**config.mk**
```make
export PLATFORM = sky130hd
export DESIGN_NAME = xc_wb_arbiter
export DESIGN_NICKNAME = d
export VERILOG_FILES = /design/src/rtl/xc_wb_pkg.sv /design/src/rtl/xc_wb_scoreboard.sv /design/src/rtl/xc_wb_arbiter.sv
export SDC_FILE = /design/constraint.sdc
export NUM_CORES = 1
export LEC_CHECK = 0
export ABC_AREA = 1
export CORE_ASPECT_RATIO = 0.5
export CORE_UTILIZATION = 50
export DETAILED_ROUTE_END_ITERATION = 10
export MAX_ROUTING_LAYER = met4
export PLACE_DENSITY_LB_ADDON = 0.05
export SLEW_MARGIN = 10
export SYNTH_ARGS = -nofsm -noshare
export SYNTH_HDL_FRONTEND = slang
export SYNTH_SLANG_ARGS = --single-unit
```
**constraint.sdc**
```tcl
create_clock -name clock -period 10.5 [get_ports clock]
set_input_delay 2.1 -clock clock [delete_from_list [all_inputs] [get_ports clock]]
set_output_delay 2.1 -clock clock [all_outputs]
set_load 0.005 [all_outputs]
```
**src/rtl/xc_wb_pkg.sv**
```systemverilog
// Shared types and widths for the writeback arbiter and its scoreboard.
package xc_wb_pkg;
  localparam int XLEN   = 32;
  localparam int REG_AW = 5;
  localparam int NREGS  = 1 << REG_AW;

  typedef enum logic {SRC_A = 1'b0, SRC_B = 1'b1} src_t;
endpackage

```
**src/rtl/xc_wb_scoreboard.sv**
```systemverilog
// Pending-write busy vector for coprocessor results, with three read ports
// (two decode sources plus the port A destination used for WAW blocking).
module xc_wb_scoreboard
  import xc_wb_pkg::*;
(
  input  logic              clock,
  input  logic              reset,
  input  logic              set_en,
  input  logic              set_wide,
  input  logic [REG_AW-1:0] set_addr,
  input  logic              clr_en,
  input  logic              clr_wide,
  input  logic [REG_AW-1:0] clr_addr,
  input  logic [REG_AW-1:0] rs1_addr,
  input  logic [REG_AW-1:0] rs2_addr,
  input  logic [REG_AW-1:0] conf_addr,
  output logic              rs1_busy,
  output logic              rs2_busy,
  output logic              conf_busy
);

  logic [NREGS-1:0] busy;
  logic [NREGS-1:0] set_mask;
  logic [NREGS-1:0] clr_mask;

  always_comb begin
    set_mask = '0;
    clr_mask = '0;
    if (set_en) begin
      set_mask[set_addr] = 1'b1;
      if (set_wide) set_mask[set_addr | REG_AW'(1)] = 1'b1;
    end
    if (clr_en) begin
      clr_mask[clr_addr] = 1'b1;
      if (clr_wide) clr_mask[clr_addr | REG_AW'(1)] = 1'b1;
    end
    // x0 never has a pending write
    set_mask[0] = 1'b0;
  end

  always_ff @(posedge clock or posedge reset) begin
    if (reset) busy <= '0;
    else       busy <= (busy & ~clr_mask) | set_mask;
  end

  assign rs1_busy  = busy[rs1_addr];
  assign rs2_busy  = busy[rs2_addr];
  assign conf_busy = busy[conf_addr];

endmodule

```
**src/rtl/xc_wb_arbiter.sv**
```systemverilog
// Writeback arbiter: merges the in-order pipeline (A) and the crypto
// coprocessor (B) onto the single register-file write port.
module xc_wb_arbiter
  import xc_wb_pkg::*;
#(
  parameter int STARVE_LIMIT = 4,
  parameter int CNT_W        = 3
) (
  input  logic              clock,
  input  logic              reset,
  input  logic              a_valid,
  output logic              a_ready,
  input  logic [REG_AW-1:0] a_addr,
  input  logic [XLEN-1:0]   a_wdata,
  input  logic              b_valid,
  output logic              b_ready,
  input  logic              b_wide,
  input  logic [REG_AW-1:0] b_addr,
  input  logic [XLEN-1:0]   b_wdata,
  input  logic [XLEN-1:0]   b_wdata_hi,
  input  logic              iss_valid,
  input  logic              iss_wide,
  input  logic [REG_AW-1:0] iss_addr,
  input  logic [REG_AW-1:0] hz_rs1_addr,
  input  logic [REG_AW-1:0] hz_rs2_addr,
  output logic              hz_rs1_busy,
  output logic              hz_rs2_busy,
  output logic              rd_wen,
  output logic              rd_wide,
  output logic [REG_AW-1:0] rd_addr,
  output logic [XLEN-1:0]   rd_wdata,
  output logic [XLEN-1:0]   rd_wdata_hi,
  output logic              err_misalign
);

  logic [CNT_W-1:0] starve_cnt;
  logic             bstarve;
  logic             a_busy;
  logic             a_conf;
  logic             b_misalign;
  src_t             sel;

  xc_wb_scoreboard u_sb (
    .clock     (clock),
    .reset     (reset),
    .set_en    (iss_valid),
    .set_wide  (iss_wide),
    .set_addr  (iss_addr),
    .clr_en    (b_ready),
    .clr_wide  (b_wide),
    .clr_addr  (b_addr),
    .rs1_addr  (hz_rs1_addr),
    .rs2_addr  (hz_rs2_addr),
    .conf_addr (a_addr),
    .rs1_busy  (hz_rs1_busy),
    .rs2_busy  (hz_rs2_busy),
    .conf_busy (a_busy)
  );

  assign bstarve    = (starve_cnt >= CNT_W'(STARVE_LIMIT));
  assign a_conf     = a_busy && (a_addr != '0);
  assign b_ready    = b_valid && (!a_valid || a_conf || bstarve);
  assign a_ready    = a_valid && !a_conf && !b_ready;
  assign sel        = b_ready ? SRC_B : SRC_A;
  assign b_misalign = b_wide && b_addr[0];

  always_ff @(posedge clock or posedge reset) begin
    if (reset) begin
      starve_cnt <= '0;
    end else if (b_valid && !b_ready) begin
      if (starve_cnt != {CNT_W{1'b1}}) starve_cnt <= starve_cnt + 1'b1;
    end else begin
      starve_cnt <= '0;
    end
  end

  // Output stage: accepted result appears on the write port one edge later
  always_ff @(posedge clock or posedge reset) begin
    if (reset) begin
      rd_wen       <= 1'b0;
      rd_wide      <= 1'b0;
      rd_addr      <= '0;
      rd_wdata     <= '0;
      rd_wdata_hi  <= '0;
      err_misalign <= 1'b0;
    end else begin
      rd_wen       <= 1'b0;
      err_misalign <= 1'b0;
      if (a_ready || b_ready) begin
        if (sel == SRC_A) begin
          rd_wen   <= (a_addr != '0);
          rd_wide  <= 1'b0;
          rd_addr  <= a_addr;
          rd_wdata <= a_wdata;
        end else if (b_misalign) begin
          err_misalign <= 1'b1;
        end else begin
          // a wide pair at x0 is legal: the register file ignores x0, writes x1
          rd_wen      <= b_wide || (b_addr != '0);
          rd_wide     <= b_wide;
          rd_addr     <= b_addr;
          rd_wdata    <= b_wdata;
          if (b_wide) rd_wdata_hi <= b_wdata_hi;
        end
      end
    end
  end

endmodule

```
# Yosys cells after proc, flatten, opt, wreduce, memory -nomap -nowiden
# Cells that the tools add are included.
dict set report word_totals {
  reg_bits 107
  input_bits 128
  out_inout_bits 76
  word_cells 84
}
dict set report classes {
  addsub 1
  magnitude_cmp 12
  n_eq_ne 3
  muxes 33
  bitwise_logic 6
  n_reduce_logical 21
}
# operator count
set op_table {}
lappend op_table {{32-bit two-way mux} 6}
lappend op_table {{32-bit OR} 3}
lappend op_table {{5-bit by 6-bit less-than comparator with 1-bit output (second input constant)} 7}
lappend op_table {{32-bit bitwise AND} 1}
lappend op_table {{32-bit inverter} 1}
lappend op_table {{5-bit by 1-bit greater-or-equal comparator with 1-bit output (second input constant)} 4}
lappend op_table {{1-bit two-way mux} 16}
lappend op_table {{1-bit binary-select mux with 5-bit select} 3}
lappend op_table {{1-bit demux with 5-bit select} 2}
lappend op_table {{1-bit logical AND} 10}
lappend op_table {{5-bit two-way mux} 2}
lappend op_table {{5-bit nonzero test} 2}
lappend op_table {{1-bit demux with 4-bit select} 2}
lappend op_table {{3-bit two-way mux} 2}
lappend op_table {{1-bit logical OR} 4}
lappend op_table {{4-bit AND reduction} 1}
lappend op_table {{3-bit by 1-bit adder with 3-bit output (second input constant)} 1}
lappend op_table {{3-bit greater-or-equal comparator (second input constant)} 1}
lappend op_table {{1-bit logical NOT} 3}
lappend op_table {{3-bit inequality test (second input constant)} 1}
lappend op_table {{2-bit by 1-bit inequality test with 1-bit output (second input constant)} 1}
lappend op_table {{2-bit inequality test (second input constant)} 1}
lappend op_table {{2-bit AND reduction} 1}
lappend op_table {{1-bit inverter} 1}

# Logic depth before layout (Yosys ltp)
dict set report depth {
  word_depth 10
  depth_mapped 17
  depth_no_buf 14
}

# By module
# Synthesis repeated with hierarchy kept, for this count alone.
dict set report hier_totals {
  cells_unflattened 859
  hier_area_um2 6063.3
}
# mod instances cells_per_inst area_each_um2 seq_area_each_um2
set by_module_without_submodules {}
lappend by_module_without_submodules {xc_wb_arbiter 1 458 3574.7 1876.8}
lappend by_module_without_submodules {xc_wb_scoreboard 1 401 2488.6 800.8}

# Worst setup path after synthesis
# OpenSTA, ideal clock, no wires.
dict set report synth_path {
  path_type {input port to output port}
  startpoint {input port a_addr[0]}
  endpoint {output port a_ready}
  t_arrival_ps 3358
  t_required_ps 8400
  path_slack_ps 5042
  path_stages 11
  n_path_buf 4
  path_cell_list {buf_4 > buf_6 > nor4_2 > inv_1 > nand3_2 > nand2_1 > inv_2 > o21ai_2 > buf_6 > buf_4 > inv_1}
}
dict set report synth_via {
  elab_chain_len 8
  elab_cells_between_ends 11
  cone_classes {mux (2); reduce/logical (9)}
}
# element line
set synth_lines {}
lappend synth_lines {{start: declaration} xc_wb_arbiter.sv:13} ;# input logic [REG_AW-1:0] a_addr,
lappend synth_lines {{1-bit binary-select mux with 5-bit select} xc_wb_scoreboard.sv:48} ;# assign conf_busy = busy[conf_addr];
lappend synth_lines {{1-bit two-way mux (not written as such)} xc_wb_scoreboard.sv:48}
lappend synth_lines {{1-bit logical AND *} xc_wb_arbiter.sv:61} ;# assign a_conf = a_busy && (a_addr != '0);
lappend synth_lines {{1-bit logical OR (2 in series)} xc_wb_arbiter.sv:62} ;# assign b_ready = b_valid && (!a_valid || a_conf || bstarve);
lappend synth_lines {{1-bit logical AND} xc_wb_arbiter.sv:62}
lappend synth_lines {{1-bit logical NOT} xc_wb_arbiter.sv:63} ;# assign a_ready = a_valid && !a_conf && !b_ready;
lappend synth_lines {{1-bit logical AND *} xc_wb_arbiter.sv:63}
lappend synth_lines {{end: declaration} xc_wb_arbiter.sv:12} ;# output logic a_ready,
# Mark *: on every way between the ends. The rest lies on a longest branch, timed or not. The select of a mux whose other input is x is not followed.

# Worst setup path in the final report
dict set report layout_path {
  startpoint {input port a_addr[0]}
  endpoint {output port b_ready}
}
dict set report layout_via {
  elab_chain_len 6
  elab_cells_between_ends 7
  cone_classes {mux (2); reduce/logical (5)}
}
# element line
set layout_lines {}
lappend layout_lines {{1-bit binary-select mux with 5-bit select} xc_wb_scoreboard.sv:48}
lappend layout_lines {{1-bit two-way mux (not written as such)} xc_wb_scoreboard.sv:48}
lappend layout_lines {{1-bit logical AND *} xc_wb_arbiter.sv:61}
lappend layout_lines {{1-bit logical OR * (2 in series)} xc_wb_arbiter.sv:62}
lappend layout_lines {{1-bit logical AND *} xc_wb_arbiter.sv:62}
lappend layout_lines {{end: declaration} xc_wb_arbiter.sv:16} ;# output logic b_ready,
# Marked as above.

==> results.md <==
CTS:
- In this run the number of H-tree levels came out at 3.
- The post-cts hold buffer count is 0.
- The clock slew seen by the registers of the worst setup and hold paths is 0.07 ns.
- The CTS buffer count is 9.
- Buffers added to address setup during post-CTS repair amount to 0.
- The post-cts repair resize count is 0.
- The clock tree from TritonCTS is done.
- Counting every sink on the clock net gives 107.
- The maximum buffer depth of the clock tree is 2.
- The clock root buffer is clkbuf_16.
- The clock reaches the later pin of the worst-skew pair after 0.35 ns.

Run status:
- The run finished with clean final reports.

Setup path:
- For the worst setup path, the data arrival time is 5.60 ns.
- The peak per-stage delay on the critical path is 0.90 ns.
- The sort of element at the start of the critical path is an input pin.
- The library cell contributing the largest single delay on the critical path is clkdlybuf4s50_1.
- The count of cells along the worst register-to-register path is 13.
- Of all nets on the critical path, the largest fanout is 71.
- STA classifies the critical path endpoint as a primary output.
- The worst setup path is of the input pin to primary output kind.
- Traced cell by cell, the critical path runs through clkdlybuf4s50_1, inv_2, nand2_1, nand3_1, nand3_1, nand2_1, nor2_1, nand2_1, nand3_2, nand3_4, nand2_4, inv_1, clkdlybuf4s50_1.
- The critical path required time is 8.40 ns.
- Among the stages of the critical path, the cell type that occurs most often is nand2_1.

Timing:
- The number of pins exceeding their max-slew limit in the final report was 0.
- The maximum clock skew at final layout is 0.00982 ns.
- The final hold violation count is 0.
- The achievable frequency is 130 MHz.
- Setup repair after global routing left no endpoint under its margin.
- The worst path needs 7.70 ns of the cycle, external delays included.
- The sum of negative setup slack is 0 ns.
- The part of the cycle the worst path needs is 0.734.
- The setup-violating endpoint count in the final report is 0.
- The worst setup slack after layout is 2.80 ns.
- The worst slew margin relative to its limit is 0.321.
- At the pin with the least slew margin, the transition time is 1.01 ns.

Yosys:
- In this run, synthesis produced a sequential element count of 107.
- The top cell type by total area after synthesis is dfrtp_1.
- The area share of the largest cell type after synthesis is 0.437.
- The number of distinct standard cells referenced by the synthesized netlist is 35.
- By area the synthesized netlist is led by dfrtp_1, nand2_1, nand3_1, o21ai_0, nor2_1.
- In this run the mean area of a mapped cell was 6.97 sq um.
- The share of the yosys chip area belonging to registers is 0.437.
- Counting every net in the synthesized netlist gives 1,008.
- The cell count after synthesis is 878.
- In this run the cell area of the synthesized design comes to 0.00612 sq mm.
- The number of warnings printed during yosys synthesis is 0.

Cells and area:
- Registers take 0.00268 sq mm.
- Compared with the post-synthesis result, the final layout area differs by 38.0%.
- The library cells used most frequently in the layout, excluding fill and tap cells, are nand2_1, clkdlybuf4s50_1, nand3_1.
- The final-layout fill cell count is 965.
- The net count reported at finish is 1,175.
- The repair_antennas step left the layout with diodes totalling 0.
- In the final layout, the share of cells above drive strength 1 is 0.0305.
- The most common cell after layout, fill and taps aside is nand2_1.
- Summing all multi-input logic gate instances after layout gives 0.00298 sq mm.
- The core utilization of the finished layout is 0.711.

Drt:
- After detailed routing, the number of vias per cell comes to 5.39.
- After the first detailed-routing iteration, the DRC count stood at 602.
- The total wire length after detailed routing is 19,300 microns.
- The average wire per cell in the routed design is 15.9 microns.
- The remaining antenna violation count is 0.
- The pre-antenna-repair detailed-routing pass consisted of 7 iterations.
- For this run, design rule violations remaining after detail routing come to 0.
- For this block, the via count after detailed routing is 6,545.

Global routing:
- The via count of the first global-routing pass is 6,014.
- The first-pass GRT wire length is 30,100 microns.
- Entering global routing, the biggest net connects 72 pins.
- Across every metal layer, demand over resource in global routing totals 0.315.
- The number of antenna violations at the first check in global routing came to 0.
- The final global-route overflow total is 0.

Place:
- Input and output buffers added on the ports amount to 203.
- Routability-driven placement finished with a final weighted congestion of 0.987.
- The post-place setup slack is 2.48 ns.
- After legalization and detailed placement, the total HPWL measured 13,700 microns.

Floorplanning:
- The total area inside the core boundary comes to 0.0119 sq mm.
- The initial cell density of the core is 0.515.
- For this design the top-level I/O count stands at 204.
- The chip width is 158 microns.
- The die covers 0.0127 sq mm.
- The vertical extent of the die is 80.2 microns.
- The row count is 28.

Pwr:
- Across the VDD grid, the largest voltage drop is 0.0000877 V.
- The leakage power summed over all cells is 4.08 nW.
- The overall power is 1.34 mW.
- Dividing total power by cell area gives a power density of 158 mW/mm^2.

Run:
- The tool flagged a number of max-cap violations equal to 0.

Worst hold path:
- Along the worst hold path, the cell count comes to 2.
- In this run the worst hold path is classified as register to register.
==> synthesized netlist by cell type <==
cell	instances
o221ai_1	7
buf_6	5
mux2i_1	1
xor2_1	1
clkinv_1	2
nand2_2	1
nand3_2	2
nor2_2	1
o22ai_1	2
nand4_1	3
buf_2	19
buf_4	8
nor2_1	53
a21oi_1	15
ha_1	2
o2111ai_1	5
buf_1	2
a31oi_1	2
a2111o_1	1
inv_1	47
nand3_1	138
nor3b_1	1
inv_2	2
nand3_4	1
nand2_1	355
a32oi_1	1
or2_2	1
dfrtp_1	107
clkbuf_1	18
o21ai_1	1
o21ai_2	1
nor4_2	1
o211ai_1	2
o21ai_0	67
nor3_1	3
==> cells by family (layout without fill, tap and decap cells) <==
| kind of cell | count (synthesis) | in the layout | synth area share |
|---|---|---|---|
| multiplexers | 1 | 1 | 0.00164 |
| adder cells (fa/ha/maj) | 2 | 2 | 0.00409 |
| XOR/XNOR | 1 | 1 | 0.00143 |
| flip-flops | 107 | 107 | 0.437 |
| buffers and inverters | 103 | 274 | 0.0781 |
| AO/OA/AOI/OAI | 104 | 104 | 0.0963 |
| AND/OR/NAND/NOR | 560 | 560 | 0.381 |
==> layer usage <==
metal | GRT usage | up-vias | routed length (microns)
met2 | 0.496 | 315 | 8800
li1 | - | 3175 | -
met4 | 0.0788 | 0 | 269
met5 | - | - | 0
met3 | 0.0642 | 26 | 1670
met1 | 0.419 | 3029 | 8590
==> worst max-delay path, delay by kind of cell <==
family / cells / cell delay, ns
buffers and inverters: 4 / 1.70
AND/OR/NAND/NOR: 9 / 1.77
==> final timing paths <==
path	slack (ns)	to	from
worst min-delay path	0.47	u_sb.busy[15]	u_sb.busy[15]
worst min register to register	0.47	u_sb.busy[15]	u_sb.busy[15]
worst max-delay path	2.80	b_ready	a_addr[0]
min in group asynchronous	2.14	rd_wen	reset
max in group asynchronous	7.15	u_sb.busy[16]	reset
worst max register to register	6.96	rd_wdata[10]	u_sb.busy[24]
==> layout make-up <==
cell class / count / area share
clock buffer: 9 / 0.0267
clock inverter: 6 / 0.0117
inverter: 51 / 0.0230
multi-input combinational: 668 / 0.353
sequential: 107 / 0.317
tap: 165 / 0.0244
timing repair buffer: 208 / 0.244
==> sequential cells by signal, summed over array words and instances (netlist names) <==
signal,count
err_misalign,1
rd_addr,5
rd_wdata,32
rd_wdata_hi,32
rd_wen,1
rd_wide,1
starve_cnt,3
u_sb.busy,32
==> power by group <==
| group | internal (mW) | switching, mW |
|---|---|---|
| logic | 0.206 | 0.193 |
| registers | 0.496 | 0.0710 |
| clock network | 0.212 | 0.158 |
| total | 0.913 | 0.422 |
==> metrics by stage <==
| stage | std cells | hold slack [ns] | area [sq um] |
|---|---|---|---|
| floorplan | 878 | 0.442 | 6120 |
| global placement | 1199 | 0.457 | 8120 |
| detailed placement | 1199 | 0.460 | 8120 |
| CTS | 1214 | 0.478 | 8440 |
| global route | 1214 | 0.515 | 8440 |
| finish | 1214 | 0.474 | 8440 |
No activity file was read; power rests on OpenSTA's default activity.
